--- src/rtl/led_sprite_blitter.sv ---
// LED sprite blitter: maps screen x/y to sprite ROM addresses, picks the lit or unlit
// image (with frame-locked blinking), and composites opaque texels over the background.
module led_sprite_blitter #(
  parameter int SPRITE_X     = 100,
  parameter int SPRITE_Y     = 50,
  parameter int SCALE_LOG2   = 0,
  parameter int BLINK_FRAMES = 30
) (
  input  logic        clk,
  input  logic        reset,
  input  logic [9:0]  x,
  input  logic [9:0]  y,
  input  logic        de,
  input  logic        frame_start,
  input  logic [15:0] bg_rgb,
  input  logic [1:0]  led_mode,
  output logic [9:0]  rom_ad,
  input  logic [15:0] rom_on_dout,
  input  logic [15:0] rom_off_dout,
  output logic [15:0] pix_rgb,
  output logic        pix_de,
  output logic        pix_hit
);

  localparam logic [10:0] SIZE = 11'(32 << SCALE_LOG2);
  localparam int          CW   = (BLINK_FRAMES > 1) ? $clog2(BLINK_FRAMES) : 1;
  localparam logic [CW-1:0] CNT_LAST = CW'(BLINK_FRAMES - 1);

  logic [10:0] dx;
  logic [10:0] dy;
  logic        hit0;

  logic [CW-1:0] blink_cnt_q, blink_cnt_d;
  logic          blink_phase_q, blink_phase_d;
  logic          show_on_q, show_on_d;

  logic        hit1_q, de1_q;
  logic [15:0] bg1_q;

  logic [15:0] texel;
  logic        pix_hit_d, pix_de_d;
  logic [15:0] pix_rgb_d;
  logic [15:0] pix_rgb_q;
  logic        pix_hit_q, pix_de_q;

  // Borrow bit (bit 10) flags pixels left of / above the sprite origin.
  always_comb begin
    dx     = {1'b0, x} - 11'(SPRITE_X);
    dy     = {1'b0, y} - 11'(SPRITE_Y);
    hit0   = de & ~dx[10] & ~dy[10] & (dx < SIZE) & (dy < SIZE);
    rom_ad = {dy[SCALE_LOG2+4:SCALE_LOG2], dx[SCALE_LOG2+4:SCALE_LOG2]};
  end

  always_comb begin
    blink_cnt_d   = blink_cnt_q;
    blink_phase_d = blink_phase_q;
    show_on_d     = show_on_q;
    if (frame_start) begin
      if (blink_cnt_q == CNT_LAST) begin
        blink_cnt_d   = '0;
        blink_phase_d = ~blink_phase_q;
      end else begin
        blink_cnt_d = blink_cnt_q + 1'b1;
      end
      // Mode is latched only at frame start so a frame never tears.
      case (led_mode)
        2'b01:   show_on_d = 1'b1;
        2'b10:   show_on_d = blink_phase_d;
        default: show_on_d = 1'b0;
      endcase
    end
  end

  always_comb begin
    texel     = show_on_q ? rom_on_dout : rom_off_dout;
    pix_hit_d = hit1_q & (texel != 16'h0000);
    pix_de_d  = de1_q;
    if (!de1_q)
      pix_rgb_d = 16'h0000;
    else if (pix_hit_d)
      pix_rgb_d = texel;
    else
      pix_rgb_d = bg1_q;
  end

  always_ff @(posedge clk or posedge reset) begin
    if (reset) begin
      blink_cnt_q   <= '0;
      blink_phase_q <= 1'b0;
      show_on_q     <= 1'b0;
      hit1_q        <= 1'b0;
      de1_q         <= 1'b0;
      bg1_q         <= 16'h0000;
      pix_rgb_q     <= 16'h0000;
      pix_hit_q     <= 1'b0;
      pix_de_q      <= 1'b0;
    end else begin
      blink_cnt_q   <= blink_cnt_d;
      blink_phase_q <= blink_phase_d;
      show_on_q     <= show_on_d;
      hit1_q        <= hit0;
      de1_q         <= de;
      bg1_q         <= bg_rgb;
      pix_rgb_q     <= pix_rgb_d;
      pix_hit_q     <= pix_hit_d;
      pix_de_q      <= pix_de_d;
    end
  end

  assign pix_rgb = pix_rgb_q;
  assign pix_hit = pix_hit_q;
  assign pix_de  = pix_de_q;

endmodule

--- config.mk ---
export PLATFORM = sky130hd
export DESIGN_NAME = led_sprite_blitter
export DESIGN_NICKNAME = d
export VERILOG_FILES = /design/src/rtl/led_sprite_blitter.sv
export SDC_FILE = /design/constraint.sdc
export NUM_CORES = 1
export LEC_CHECK = 0
export CAP_MARGIN = 20
export CORE_MARGIN = 5
export CORE_UTILIZATION = 45
export CTS_CLUSTER_SIZE = 28
export DETAILED_ROUTE_END_ITERATION = 10
export DONT_BUFFER_PORTS = 1
export PLACE_DENSITY = 0.67
export REMOVE_ABC_BUFFERS = 1
export SLEW_MARGIN = 15
export SYNTH_ARGS = -nofsm -noshare
export SYNTH_HDL_FRONTEND = slang
export SYNTH_SLANG_ARGS = --single-unit
export TNS_END_PERCENT = 5
--- constraint.sdc ---
create_clock -name clk -period 2.6 [get_ports clk]
set_input_delay 0.52 -clock clk [delete_from_list [all_inputs] [get_ports clk]]
set_output_delay 0.52 -clock clk [all_outputs]
set_load 0.02 [all_outputs]
* Word-level counts from Yosys, hierarchy flattened *
Index checks and enable logic that the tools add are counted.

storage, ports and cells
  register bits = 43
  bits of input ports = 74

operators by class
  $add $sub $neg = 3
  order comparisons = 2
  equality and inequality tests = 3
  mux-type cells = 6
  bitwise gates (word level) = 8
  reduce and logical (&&, ||, !) cells = 1

operators by type and width
  operator                                                      number
  2-to-1 mux 16 bit                                             3
  less-than comparator 11 x 6 -> 1 bit (second input constant)  2
  nonzero test 16 bit                                           1
  subtractor 10 x 6 -> 11 bit (second input constant)           1
  subtractor 10 x 7 -> 11 bit (second input constant)           1
  adder 5 x 1 -> 5 bit (second input constant)                  1
  bitwise AND 1 bit                                             5
  == test 5 bit (second input constant)                         1
  2-to-1 mux 5 bit                                              1
  inverter 1 bit                                                3
  == test 2 x 1 -> 1 bit (second input constant)                1
  == test 2 bit (second input constant)                         1
  case mux 1 bit (2 select lines)                               1
  2-to-1 mux 1 bit                                              1

* Logic depth before layout (Yosys ltp) *
Gate-level depths: netlist of the first run.

  depth after elaboration = 6
  depth in mapped cells = 7
  gate-level depth less buffers = 6

* Worst setup path before layout of the first run *
OpenSTA, ideal clock, no wires.

  path type = input port to output port
  from = input port x[2]
  to = output port rom_ad[4]
  data arrival time = 1264 ps
  data required time = 2080 ps
  path slack = 816 ps
  stages = 3
  buffers on the path = 0
  path through = inv_1 -> ha_1 -> xor2_1

on the way
  cells in the longest elaborated chain, start to end = 1

RTL lines
  what                         line  RTL
  start, declared              11    input logic [9:0] x,
  subtractor 10 x 7 -> 11 bit  48    dx = {1'b0, x} - 11'(SPRITE_X);
  end, declared                17    output logic [9:0] rom_ad,

No other way between the ends.

* Worst setup path after layout of the first run *
  from = register show_on_q
  to = register pix_rgb_q[9], in the netlist pix_rgb[9]

on the way
  cells in the longest elaborated chain, start to end = 5

RTL lines
  what                    line  RTL
  start, declared         35    logic show_on_q, show_on_d;
  start signal, assigned  100   show_on_q <= show_on_d;
  2-to-1 mux 16 bit (*)   75    texel = show_on_q ? rom_on_dout : rom_off_dout;
  nonzero test 16 bit     76    pix_hit_d = hit1_q & (texel != 16'h0000);
  bitwise AND 1 bit       76
  2-to-1 mux 16 bit (*)   80    else if (pix_hit_d)
  2-to-1 mux 16 bit (*)   78    if (!de1_q)
  named net pix_rgb_d[9]  42    logic [15:0] pix_rgb_d;
  end signal, assigned    104   pix_rgb_q <= pix_rgb_d;
  end, declared           43    logic [15:0] pix_rgb_q;

Mark *: on every way through the listed nets, which the timed path passes. The rest lies on a longest branch.
A chain may end at the register's enable or synchronous reset.

==> results of run 1 <==
## how the worst max path moves through the flow
stage                    from     endpoint  slack [ns]  depth (start not counted)
2_1_floorplan       show_on_q  pix_rgb[13]        0.66                          4
5_1_grt             show_on_q  pix_rgb[11]        0.52                          4
3_5_place_dp        show_on_q   pix_rgb[2]        0.65                          5
6_report            show_on_q   pix_rgb[9]        0.63                          4
4_1_cts             show_on_q   pix_rgb[2]        0.63                          5
3_3_place_gp   rom_on_dout[4]   pix_rgb[9]        0.68                          4
## worst reg2reg max path, delay by kind of cell (launching register included)
| kind | cells | cell delay (ns) |
|---|---|---|
| simple gates | 2 | 0.73 |
| flops | 1 | 0.52 |
| compound gates | 2 | 0.63 |
## registers in the layout (all words and copies together) (netlist names)
register       flops
hit1_q             1
pix_rgb           16
show_on_q          1
bg1_q             16
pix_de             1
blink_cnt_q        5
blink_phase_q      1
pix_hit            1
de1_q              1
## area by class of cell
type,count,area share
timing repair buffer,3,0.00970
clock inverter,1,0.00323
sequential,43,0.463
multi-input combinational,139,0.425
inverter,13,0.0210
clock buffer,7,0.0415
tap,67,0.0361
## metrics by stage
stage	util	hold WS, ns	total power (W)	instances	cell area (sq um)
2_1_floorplan	-	0.464	0.000990	195	2110
3_3_place_gp	0.470	0.477	0.00104	265	2220
3_5_place_dp	0.470	0.483	0.00104	265	2220
4_1_cts	0.492	0.243	0.00151	273	2320
5_1_grt	0.492	0.226	0.00158	273	2320
6_report	0.492	0.247	0.00149	273	2320
## synthesized netlist by cell type
master,count,area (sq um)
sky130_fd_sc_hd__o221ai_1,1,8.76
sky130_fd_sc_hd__o2111a_1,1,11.3
sky130_fd_sc_hd__buf_6,1,11.3
sky130_fd_sc_hd__ha_1,6,75.1
sky130_fd_sc_hd__clkbuf_1,6,22.5
sky130_fd_sc_hd__or2_1,1,6.26
sky130_fd_sc_hd__o22ai_4,1,20.0
sky130_fd_sc_hd__nor2_1,18,67.6
sky130_fd_sc_hd__o22ai_1,3,18.8
sky130_fd_sc_hd__nand2b_1,5,31.3
sky130_fd_sc_hd__a21oi_1,5,25.0
sky130_fd_sc_hd__and4_1,3,26.3
sky130_fd_sc_hd__a221o_1,10,100
sky130_fd_sc_hd__nand2_1,10,37.5
sky130_fd_sc_hd__xor2_1,4,35.0
sky130_fd_sc_hd__o211ai_1,6,45.0
sky130_fd_sc_hd__o2111ai_1,7,61.3
sky130_fd_sc_hd__buf_4,4,30.0
sky130_fd_sc_hd__or4_4,1,11.3
sky130_fd_sc_hd__nor3b_1,1,7.51
sky130_fd_sc_hd__or4b_1,2,20.0
sky130_fd_sc_hd__dfrtp_1,43,1080
sky130_fd_sc_hd__a2111oi_0,1,8.76
sky130_fd_sc_hd__or2_2,3,18.8
sky130_fd_sc_hd__o21ai_0,3,15.0
sky130_fd_sc_hd__nor2b_1,2,12.5
sky130_fd_sc_hd__and3_1,10,62.6
sky130_fd_sc_hd__nand3b_1,1,7.51
sky130_fd_sc_hd__buf_2,1,5.00
sky130_fd_sc_hd__inv_1,13,48.8
sky130_fd_sc_hd__nor3_1,4,20.0
sky130_fd_sc_hd__nor4_1,4,25.0
sky130_fd_sc_hd__a21boi_0,1,7.51
sky130_fd_sc_hd__a31oi_1,1,6.26
sky130_fd_sc_hd__nand3_1,7,35.0
sky130_fd_sc_hd__a32o_1,1,10.0
sky130_fd_sc_hd__or3_1,2,12.5
sky130_fd_sc_hd__mux2i_1,12,120
sky130_fd_sc_hd__xnor2_1,2,17.5
sky130_fd_sc_hd__buf_1,1,3.75
## power groups by stage
stage / clock network [W] / logic (W) / registers (W)
final: 0.000468 / 0.000209 / 0.000817
after global routing: 0.000514 / 0.000238 / 0.000831
after CTS: 0.000478 / 0.000214 / 0.000818
after detailed placement: 0 / 0.000214 / 0.000831
after global placement: 0 / 0.000206 / 0.000830
after floorplan: 0 / 0.000171 / 0.000819
## cells by family after synthesis
kind of cell               after synthesis  synth area share
AOI/OAI and AO/OA                       41             0.155
xor gates and xnor gates                 6            0.0241
adders and majority gates                6            0.0344
buffers and inverters                   26            0.0556
DFF                                     43             0.493
muxes                                   12            0.0550
and+or+nand+nor                         74             0.184
## metal layers
metal  vias to the layer above  share of wire
met5                         -              0
li1                        752              -
met4                         0          0.032
met3                        15          0.080
met1                       754           0.39
met2                        68           0.50
==> results.txt, run 1 <==
After detailed routing, the average wire length per cell comes to 18.7 microns. The worst relative slew slack came out at 0.425. The clock transition time at the flip-flop clock pins of the worst setup and hold paths is 0.08 ns. The cell at the root of the clock tree was sky130_fd_sc_hd__clkbuf_8. The area occupied by multi-input gates was 987 sq um; the buffer levels on the longest clock path was 2.

The hold violation count in the final report came out at 0. In this run the critical register-to-register path is captured at pix_rgb[9]. The logs give 0.163 for the global-route usage over all layers and 0.00635 sq mm for the die outline area. 102 I/O pins were placed.

In the post-route analysis, the smallest setup slack over all paths is 0.629 ns. The post-detailed-route DRC marker count is 0, and the accumulated negative setup slack is 0 ns. The sequential element share of the synthesized area is 0.493, and the synthesis-to-finish area growth is 6.30%. The floorplan has 25 rows. For the worst flop-to-flop path, the logic depth is 4. The run gives 0.00472 sq mm as the core footprint. The vias per cell is 5.82, and the horizontal extent of the die is 79.7 microns. The minimum setup slack after placement came out at 0.645 ns. The switching part of the total was 0.279.

Power spread over the standard cell area amounts to 643 mW/mm^2. The latest clock arrival within the worst-skew pair was 0.29 ns; the number of nets in the layout was 285. In this run the worst path has a maximum fanout of 17. The vias after detailed routing is 1589, and the aggregate global routing overflow is 0. The synthesized netlist contains 40 unique library cells. Leaving out fill and tap cells, the most frequent cell in the layout is sky130_fd_sc_hd__dfrtp_1. The most utilized layer in the global route result is met2. The startpoint identified for the worst register-to-register timing path is show_on_q. TritonCTS built the clock tree. The count of max-cap constraint violations was 0. The critical path goes through or4_4 -> o22ai_4 -> nand3_1 -> o211ai_1.

The kind of start point of the critical path is a register. The tools report the relative contribution of the clock network to total power as 0.313. The maximum number of pins on one net before global-route repair was 44.

Setup repair after global routing left no endpoint under its margin. The share of post-route cells with drive strength above 1 was 0.0825. The worst-case hold path end point was bg1_q[5]. The largest incremental delay on the critical path is 0.60 ns. At the pin with the least slew margin, the transition time is 0.862 ns. Kind of end point of the critical path: a register. The synthesized design contains 43 register bits. The sequential cell fraction of total power came out at 0.547.

Met2 track utilization from global routing: 0.273. Die height: 79.7 microns. The combinational cell fraction of total power came out at 0.140. The worst hold path depth came out at 0.

Leaving out fill and tap cells, the most frequent cells in the layout are sky130_fd_sc_hd__dfrtp_1, sky130_fd_sc_hd__nor2_1, sky130_fd_sc_hd__inv_1, sky130_fd_sc_hd__mux2i_1. The cell area that synthesis handed to floorplanning was 0.00218 sq mm. For this design the total switching power over the nets is 0.000417 W. The first global-routing pass estimated 7890 microns of wire. The total half-perimeter wirelength after legalization and detailed placement was 3920 microns; the iteration-0 DRC count of the detailed router was 37. The run gives 0 as the number of nets still failing antenna checks after routing. The data required time at the worst endpoint was 2.80 ns; the quantity of hold-fixing buffers added after cts was 0. The ratio of final minimum period to clock period was 0.758. Each instance of the synthesized netlist takes up on average 10.5 sq um.

The clock drives 43 sinks. The layout filler cell count is 431, and the effective utilization at floorplan is 0.463. The number of clock buffers inserted by TritonCTS is 5, and the maximum vdd ir drop is 0.000294 V. The H-tree was split into 2 levels. Counting every instance in the synthesized netlist gives 208. The post-detailed-routing wire length was 5110 microns; the number of resized instances in the post-cts repair step was 0.

The number of max-slew violations in the final report is 0. The critical path is of the register to register type. The time the final worst path needs with I/O delays and setup is 1.97 ns.

The worst hold path begins at bg_rgb[5]. For flop-to-flop paths, the worst setup slack is 0.63 ns. The final RePlAce weighted congestion is 0.817.

The number of port buffers was 0. The type of the most critical hold path is input pin to register. The fmax was 507 MHz. Number of detailed-routing iterations run before antenna repair: 4. The run finished with clean final reports. Clock skew on the completed layout was measured at 0.00647 ns.

The logs give 1.01 nW for the leakage dissipation and 0.0621 for the global routing met3 resource utilization. Yosys printed 0 warnings. Among cell families on the critical path, the largest total delay comes from simple AND/OR/NAND/NOR gates. The cell internal power dissipation is 0.00108 W. On the critical path, the stage with the largest delay is an instance of sky130_fd_sc_hd__or4_4. The buffers plus inverters on the worst setup path is 0, and the number of global-route vias before repair is 1706. Registers take 0.00108 sq mm. The number of antenna violations at the first check in global routing came out at 0.

The run gives 0.183 as the fraction of met1 tracks used by global routing. Setup violations remaining at the end of the flow were counted as 0. The number of setup buffers added after CTS is 0, and the data arrival time at the worst-slack endpoint is 2.17 ns.

Antenna diode instance count: 0.
No activity file was read; power rests on OpenSTA's default activity.
==> inputs of run 2 (changes only) <==
--- a/config.mk
+++ b/config.mk
@@ -11,7 +11,7 @@
 export CTS_CLUSTER_SIZE = 28
 export DETAILED_ROUTE_END_ITERATION = 10
 export DONT_BUFFER_PORTS = 1
-export PLACE_DENSITY = 0.67
+export PLACE_DENSITY = 0.69
 export REMOVE_ABC_BUFFERS = 1
 export SLEW_MARGIN = 15
 export SYNTH_ARGS = -nofsm -noshare
==> constraint.sdc (replaced) <==
create_clock -name clk -period 1.75 [get_ports clk]
set_input_delay 0.35 -clock clk [delete_from_list [all_inputs] [get_ports clk]]
set_output_delay 0.35 -clock clk [all_outputs]
set_load 0.02 [all_outputs]
==> results.txt, run 2 (same netlist as run 1, synthesis figures left out) <==
Clock-pin slew was measured on the worst setup and hold paths at 0.08 ns. The kind of start point of the critical path was a register. Input and output buffers added on the ports amount to 0. Power per standard cell area: 915 mW/mm^2.

The CTS H-tree depth came out at 2. Dividing the detail-routed via count by the number of cells gives 5.83. The logs give 1.08 nW for the leakage dissipation and 0.516 for the post-layout utilization of the core. For the number of detailed-routing iterations run before antenna repair, the log shows 4. The worst hold path belongs to the class input pin to register. Setup repair after global routing left no endpoint under its margin. The tools report the data arrival time at the worst-slack endpoint as 1.83 ns. The logs give 0.300 for the relative contribution of the clock network to total power and 0 for the aggregate global routing overflow.

The worst setup path is captured at a register. The tools report the vias after detailed routing as 1668. Die outline area: 0.00635 sq mm. Along the worst path, the maximum fanout reaches 8.

The repair_antennas step left the layout with diodes totalling 0. The logs give 0 for the count of max-cap constraint violations and 0 for the number of antenna violations at the first check in global routing. The run gives 17 as the maximum number of pins on one net before global-route repair.

The run gives 0.541 as the sequential cell fraction of total power. The number of global-route vias before repair was 1658; the global-route usage over all layers was 0.158. In the final routed layout, each cell accounts on average for 17.8 microns. The worst hold slack is 0.0870 ns, and the transition time of the tightest slew-check pin is 0.485 ns. STA puts the critical path data required time at 1.95 ns. The routed design has 5090 microns of wire. The fraction of met1 tracks used by global routing is 0.175, and the fmax is 611 MHz. The logs give 0.00163 W for the cell internal power dissipation and 0 for the number of setup violations in the final report. The core footprint came out at 0.00472 sq mm. The flow ran to the end, and the final reports show no timing, DRC or antenna violations. Once the clock tree was built, the setup fixing pass inserted 0 buffers.

The net switching power figure was 0.000601 W. The standard-cell row count is 25. By startpoint and endpoint, the worst setup path is classified as register to register. The tools report the latest clock arrival within the worst-skew pair as 0.28 ns. The first global-routing pass estimated 7650 microns of wire. The logs give 0.00300 ns for the final clock skew and 0 for the number of max-slew violations in the final report.

The design draws 0.00223 W. The global routing stage identified its most utilized layer as met2. The post-detailed-route DRC marker count is 0, and the die height is 79.7 microns.

TritonCTS built the clock tree. Share of post-route cells with drive strength above 1: 0.132. The run gives 0 as the number of nets still failing antenna checks after routing.

The total half-perimeter wirelength after legalization and detailed placement came out at 4050 microns. The logs give 0.674 for the worst relative slew slack and 2 for the buffer levels on the longest clock path. For the iteration-0 DRC count of the detailed router, the log shows 69.

The global routing met3 resource utilization came out at 0.0598. The effective utilization at floorplan is 0.463, and the ratio of final minimum period to clock period is 0.935. At the end of routability-driven placement, the weighted congestion stood at 0.822. The synthesis-to-finish area growth was 11.6%; the number of clock sinks seen by CTS was 43. In this run, placement finished with an instance count of 277.

In this run, CTS created clock tree buffers numbering 5. The switching part of the total is 0.270, and the maximum vdd ir drop is 0.000317 V. Counting I/O delays and the setup requirement, the final critical path takes 1.64 ns.

The net count of the finished layout is 298. For the number of ports placed on the die boundary, the log shows 102. Clock tree synthesis selected as its root buffer the cell sky130_fd_sc_hd__clkbuf_8. The combinational cell fraction of total power was 0.159. The library cell used most frequently in the layout, excluding fill and tap cells, is sky130_fd_sc_hd__dfrtp_1.

The finished layout holds 286 standard cells, fillers aside. The tools report the hold violation count in the final report as 0. The top cell types in the final layout, fill and taps aside, are sky130_fd_sc_hd__dfrtp_1, sky130_fd_sc_hd__nor2_1, sky130_fd_sc_hd__buf_4. Met2 track utilization from global routing: 0.270. The die is 79.7 microns wide.
==> run 2: changes by cell type in the layout (fill, tap and decap cells not counted) <==
cell / previous run / this run
sky130_fd_sc_hd__or2_1: 1 / 0
sky130_fd_sc_hd__clkbuf_1: 0 / 1
sky130_fd_sc_hd__buf_12: 0 / 1
sky130_fd_sc_hd__dlygate4sd3_1: 0 / 1
sky130_fd_sc_hd__clkinvlp_4: 1 / 0
sky130_fd_sc_hd__or2_4: 0 / 1
sky130_fd_sc_hd__buf_6: 0 / 1
sky130_fd_sc_hd__buf_4: 3 / 13
==> run 2: power by group through the flow <==
| stage | logic [W] | registers, W | clock network (W) |
|---|---|---|---|
| after floorplan | 0.000254 | 0.00122 | 0 |
| after global placement | 0.000345 | 0.00122 | 0 |
| after detailed placement | 0.000354 | 0.00122 | 0 |
| after CTS | 0.000357 | 0.00121 | 0.000695 |
| after global routing | 0.000401 | 0.00122 | 0.000740 |
| final | 0.000353 | 0.00121 | 0.000670 |
==> run 2: area by class of cell <==
cell class / count / area, sq um
fillers: 429 / 2290
flip-flops and latches: 43 / 1080
multi-input cells: 139 / 990
repair buffers: 16 / 139
clock buffers: 8 / 100
well taps: 67 / 83.8
inverters: 13 / 48.8
==> run 2: stage by stage <==
| step | worst slack [ns] | setup TNS, ns | cell area (sq um) |
|---|---|---|---|
| 2_1_floorplan | -0.186 | -2.75 | 2110 |
| 4_1_cts | 0.0197 | 0 | 2430 |
| 5_1_grt | 0.00736 | 0 | 2440 |
| 3_5_place_dp | 0.0362 | 0 | 2320 |
| 6_report | 0.114 | 0 | 2440 |
| 3_3_place_gp | 0.0605 | 0 | 2320 |
==> run 2: repair_timing <==
item	4_1_cts	5_1_grt
setup endpoints to repair	0	12
resized for setup	0	2
endpoints found under the hold margin	11	0
hold buffers	1	0
==> run 2: metal layers <==
metal / vias to the layer above / part of all wire
met5: - / 0
met2: 64 / 0.53
met4: 0 / 0.020
met3: 8 / 0.072
li1: 778 / -
met1: 818 / 0.38
==> run 2: path summary, 6_finish.rpt <==
| check | from | to | slack (ns) | cells after the start |
|---|---|---|---|---|
| worst max-delay path | show_on_q | pix_rgb[11] | 0.11 | 5 |
| worst min-delay path | de | de1_q | 0.09 | 0 |
| worst max register to register | show_on_q | pix_rgb[11] | 0.11 | 5 |
| worst min register to register | blink_phase_q | blink_phase_q | 0.50 | 1 |
| max in group asynchronous | reset | bg1_q[12] | 0.80 | 3 |
| min in group asynchronous | reset | pix_rgb[11] | 0.45 | 2 |
==> run 2: worst max-delay path: stages (launching register included) <==
cell                       delay (ns)
sky130_fd_sc_hd__dfrtp_1         0.41
sky130_fd_sc_hd__or4b_1          0.51
sky130_fd_sc_hd__o22ai_4         0.20
sky130_fd_sc_hd__buf_12          0.14
sky130_fd_sc_hd__nand3_1         0.08
sky130_fd_sc_hd__o211ai_1        0.21
==> inputs of run 3 (changes only) <==
--- a/config.mk
+++ b/config.mk
@@ -5,6 +5,7 @@
 export SDC_FILE = /design/constraint.sdc
 export NUM_CORES = 1
 export LEC_CHECK = 0
+export ABC_AREA = 1
 export CAP_MARGIN = 20
 export CORE_MARGIN = 5
 export CORE_UTILIZATION = 45
==> results.txt, run 3 <==
The flow ran to the end, and the final reports show no timing, DRC or antenna violations. The total overflow left after global routing is 0. IR analysis of the VDD net gives a maximum drop of 0.000352 V.

The wire-length estimate of the detail-placed layout is 3790 microns. For the hold violation count in the final report, the log shows 0. The run gives 43 as the number of clock sinks seen by CTS.

The run gives 0.00228 W as the total design power. Grouping stages by cell kind, the critical path spends the most delay in simple AND/OR/NAND/NOR gates. The routed length per placed instance works out to 14.1 microns. Setup violations remaining at the end of the flow were counted as 0. Walking the worst path, the cells encountered are buf_6 -> nand2_1 -> nand2_2 -> nor2_1 -> nand2_1 -> nor2_4 -> nand2_4 -> clkbuf_16 -> a21oi_1 -> nor2_2. The congestion estimate from routability-driven global placement came to 0.756.

The dominant cell by count in the synthesized netlist was sky130_fd_sc_hd__nand2_1. Dividing the detail-routed via count by the number of cells gives 4.88. The die outline area is 0.00659 sq mm, and the number of detailed-routing iterations run before antenna repair is 4. The share of post-route cells with drive strength above 1 is 0.189. The clock reaches the later pin of the worst-skew pair after 0.29 ns.

Between clock sinks in the finished design, the worst skew comes to 0.00570 ns. After synthesis, the cell types taking the most area are sky130_fd_sc_hd__dfrtp_1, sky130_fd_sc_hd__nand2_1, sky130_fd_sc_hd__inv_1. Timing analysis after detailed placement gives a worst setup slack of 0.115 ns. In the routed design, unresolved DRC markers number 0. Among all flip-flop cells after synthesis, the most frequent one is sky130_fd_sc_hd__dfrtp_1. For the maximum number of pins on one net before global-route repair, the log shows 34. The run gives 0 as the number of max-slew violations in the final report.

Number of global-route vias before repair: 1635. The number of setup buffers added after CTS is 0, and the buffer levels on the longest clock path is 2. The tools report the number of standard cells after synthesis as 291. The synthesized netlist occupies a cell area of 0.00228 sq mm. The floorplan has 26 rows. Kind of end point of the critical path: a register. The tree is rooted in a sky130_fd_sc_hd__clkbuf_8.

The iteration-0 DRC count of the detailed router came out at 61. The async set-or-reset flop fraction in the synthesized netlist came out at 1.00. The clock transition time at the flip-flop clock pins of the worst setup and hold paths works out to 0.08 ns. In this run the count of I/O pins placed on the die edge is 102. In this run the critical register-to-register path is launched from show_on_q. Power per standard cell area: 883 mW/mm^2. In this run the most critical hold path is launched from bg_rgb[4].

The critical setup path kind is register to register. The run gives 0.0784 ns as the minimum setup slack in the final design. The path length in cells of the critical path works out to 10.

The first global-routing pass estimated 7540 microns of wire. Leading cell type in the layout, fill and taps excluded: sky130_fd_sc_hd__nand2_1. The worst reg-to-reg path cell count came out at 10.

Slowest cell on the critical path: sky130_fd_sc_hd__dfrtp_2. The commonest cells after synthesis are sky130_fd_sc_hd__nand2_1, sky130_fd_sc_hd__dfrtp_1, sky130_fd_sc_hd__inv_1. Counting the fill cells in the layout gives 483. The sequential element share of the synthesized area was 0.472; the synthesis-to-finish area growth was 13.1%. The setup slack of the most critical reg-to-reg path is 0.08 ns, and the worst hold path depth is 0.

The logs give 598 MHz for the fmax and 0.515 for the post-layout utilization of the core. Port buffering added 0 buffers. The number of flops mapped to enable cells by yosys works out to 0.

Reg-to-reg critical path endpoint: pix_rgb[4]. The total area inside the core boundary comes to 0.00501 sq mm. The data required time at the worst endpoint was 1.93 ns. In this run the worst hold path is classified as input pin to register.

The time the final worst path needs with I/O delays and setup works out to 1.67 ns. The kind of start point of the critical path was a register. At the pin with the least slew margin, the transition time is 0.591 ns. In this run the horizontal extent of the chip is 81.2 microns. Once detail routing completed, the nets flagged for antenna violations numbered 0. The largest incremental delay on the critical path works out to 0.47 ns. The register bit total from synthesis is 43. The most prevalent standard cell on the critical path was sky130_fd_sc_hd__nand2_1. Worst-case hold path end point: bg1_q[4].

Fraction of post-synthesis cell area in the top cell type by area: 0.472. In the layout the commonest cells are sky130_fd_sc_hd__nand2_1, sky130_fd_sc_hd__dfrtp_1, sky130_fd_sc_hd__inv_1. The clock tree synthesis step divided the H-tree into 2 levels. The synthesized netlist contains 22 unique library cells.

For this design the static power due to leakage is 1.33 nW. The ratio of final minimum period to clock period came out at 0.955. Max-cap violations in this run came to 0. Along the worst path, the maximum fanout reaches 5. TritonCTS built the clock tree. Worst relative slew slack: 0.606.

The mean area per synthesized cell was 7.84 sq um. Yosys printed 0 warnings. Number of antenna violations at the first check in global routing: 1. The global-route usage over all layers was 0.152. Number of nets in the layout: 376.

sky130_fd_sc_hd__dfrtp_1 takes more of the synthesized area than any other cell. The routed design has 5170 microns of wire. Together, buffers and inverters on the worst path number 2. The die height was 81.2 microns; the data arrival time at the worst-slack endpoint was 1.85 ns. The final route contains 1790 vias. Clock tree synthesis inserted a total of 5 buffers. The effective utilization at floorplan was 0.455.
-- run 3: cell count changes in the layout (fill, tap and decap cells not counted), sizes merged, moves of 6 or more --
| cell | before | now |
|---|---|---|
| a21oi | 5 | 22 |
| a221o | 10 | 0 |
| and3 | 10 | 0 |
| inv | 13 | 39 |
| mux2i | 12 | 0 |
| nand2 | 10 | 82 |
| nand3 | 7 | 23 |
| nor2 | 18 | 38 |
| o2111ai | 7 | 0 |
| o211ai | 6 | 0 |
-- run 3: worst reg2reg max path, cell delays in order (launching register included) --
cell	delay (ns)
sky130_fd_sc_hd__dfrtp_2	0.47
sky130_fd_sc_hd__buf_6	0.15
sky130_fd_sc_hd__nand2_1	0.06
sky130_fd_sc_hd__nand2_2	0.06
sky130_fd_sc_hd__nor2_1	0.10
sky130_fd_sc_hd__nand2_1	0.09
sky130_fd_sc_hd__nor2_4	0.14
sky130_fd_sc_hd__nand2_4	0.09
sky130_fd_sc_hd__clkbuf_16	0.16
sky130_fd_sc_hd__a21oi_1	0.15
sky130_fd_sc_hd__nor2_2	0.06
-- run 3: final cells by class --
| cell class | count | area, sq um | area share |
|---|---|---|---|
| Sequential cell | 43 | 1080 | 0.418 |
| Multi-Input combinational cell | 194 | 998 | 0.387 |
| Timing Repair Buffer | 13 | 175 | 0.0679 |
| Inverter | 39 | 151 | 0.0587 |
| Tap cell | 70 | 87.6 | 0.0339 |
| Clock buffer | 6 | 82.6 | 0.0320 |
| Clock inverter | 1 | 5.00 | 0.00194 |
| Antenna cell | 1 | 2.50 | 0.000970 |
-- run 3: report_power, final --
group | total (W) | internal, W | switching (W) | leakage, nW
Sequential | 0.00121 | 0.00110 | 0.000108 | 0.527
Clock | 0.000628 | 0.000310 | 0.000318 | 0.0471
Combinational | 0.000443 | 0.000175 | 0.000267 | 0.760
Total | 0.00228 | 0.00159 | 0.000693 | 1.33
-- run 3: kinds of logic (layout without fill, tap and decap cells) --
group,Yosys count,in the layout,synth area share
AND/OR/NAND/NOR,150,150,0.287
buffers and inverters,54,59,0.113
flip-flops,43,43,0.472
AO/OA/AOI/OAI,32,32,0.0719
adder cells (fa/ha/maj),6,6,0.0329
XOR/XNOR,6,6,0.0230
other,0,1,0
-- run 3: routing by layer --
layer | wire length (microns) | part of all wire | global-route usage | vias to the layer above
met2 | 2460 | 0.48 | 0.256 | 79
met3 | 549 | 0.11 | 0.0721 | 7
met5 | 0 | 0 | 0 | -
li1 | - | - | - | 896
met1 | 2060 | 0.40 | 0.165 | 808
met4 | 97 | 0.019 | 0.0608 | 0
-- run 3: how the worst max path moves through the flow --
stage | start | to | slack (ns)
after floorplan | show_on_q | pix_rgb[0] | -0.04
after global placement | show_on_q | pix_rgb[4] | 0.14
after detailed placement | show_on_q | pix_rgb[4] | 0.11
after CTS | show_on_q | pix_rgb[4] | 0.07
after global routing | show_on_q | pix_rgb[9] | -0.02
final | show_on_q | pix_rgb[4] | 0.08
-- run 3: timing repair --
action	4_1_cts	5_1_grt
hold endpoints to repair	23	0
resized for setup	0	26
setup endpoints to repair	0	10
hold buffers	1	0
-- run 3: through the flow --
step	instance area (sq um)	cells	setup TNS, ns	hold WS, ns
floorplan	2170	276	-0.661	0.381
global placement	2340	355	0	0.302
detailed placement	2340	355	0	0.301
CTS	2440	363	0	0.0696
global route	2580	367	-0.0770	0.0480
finish	2580	367	0	0.0774
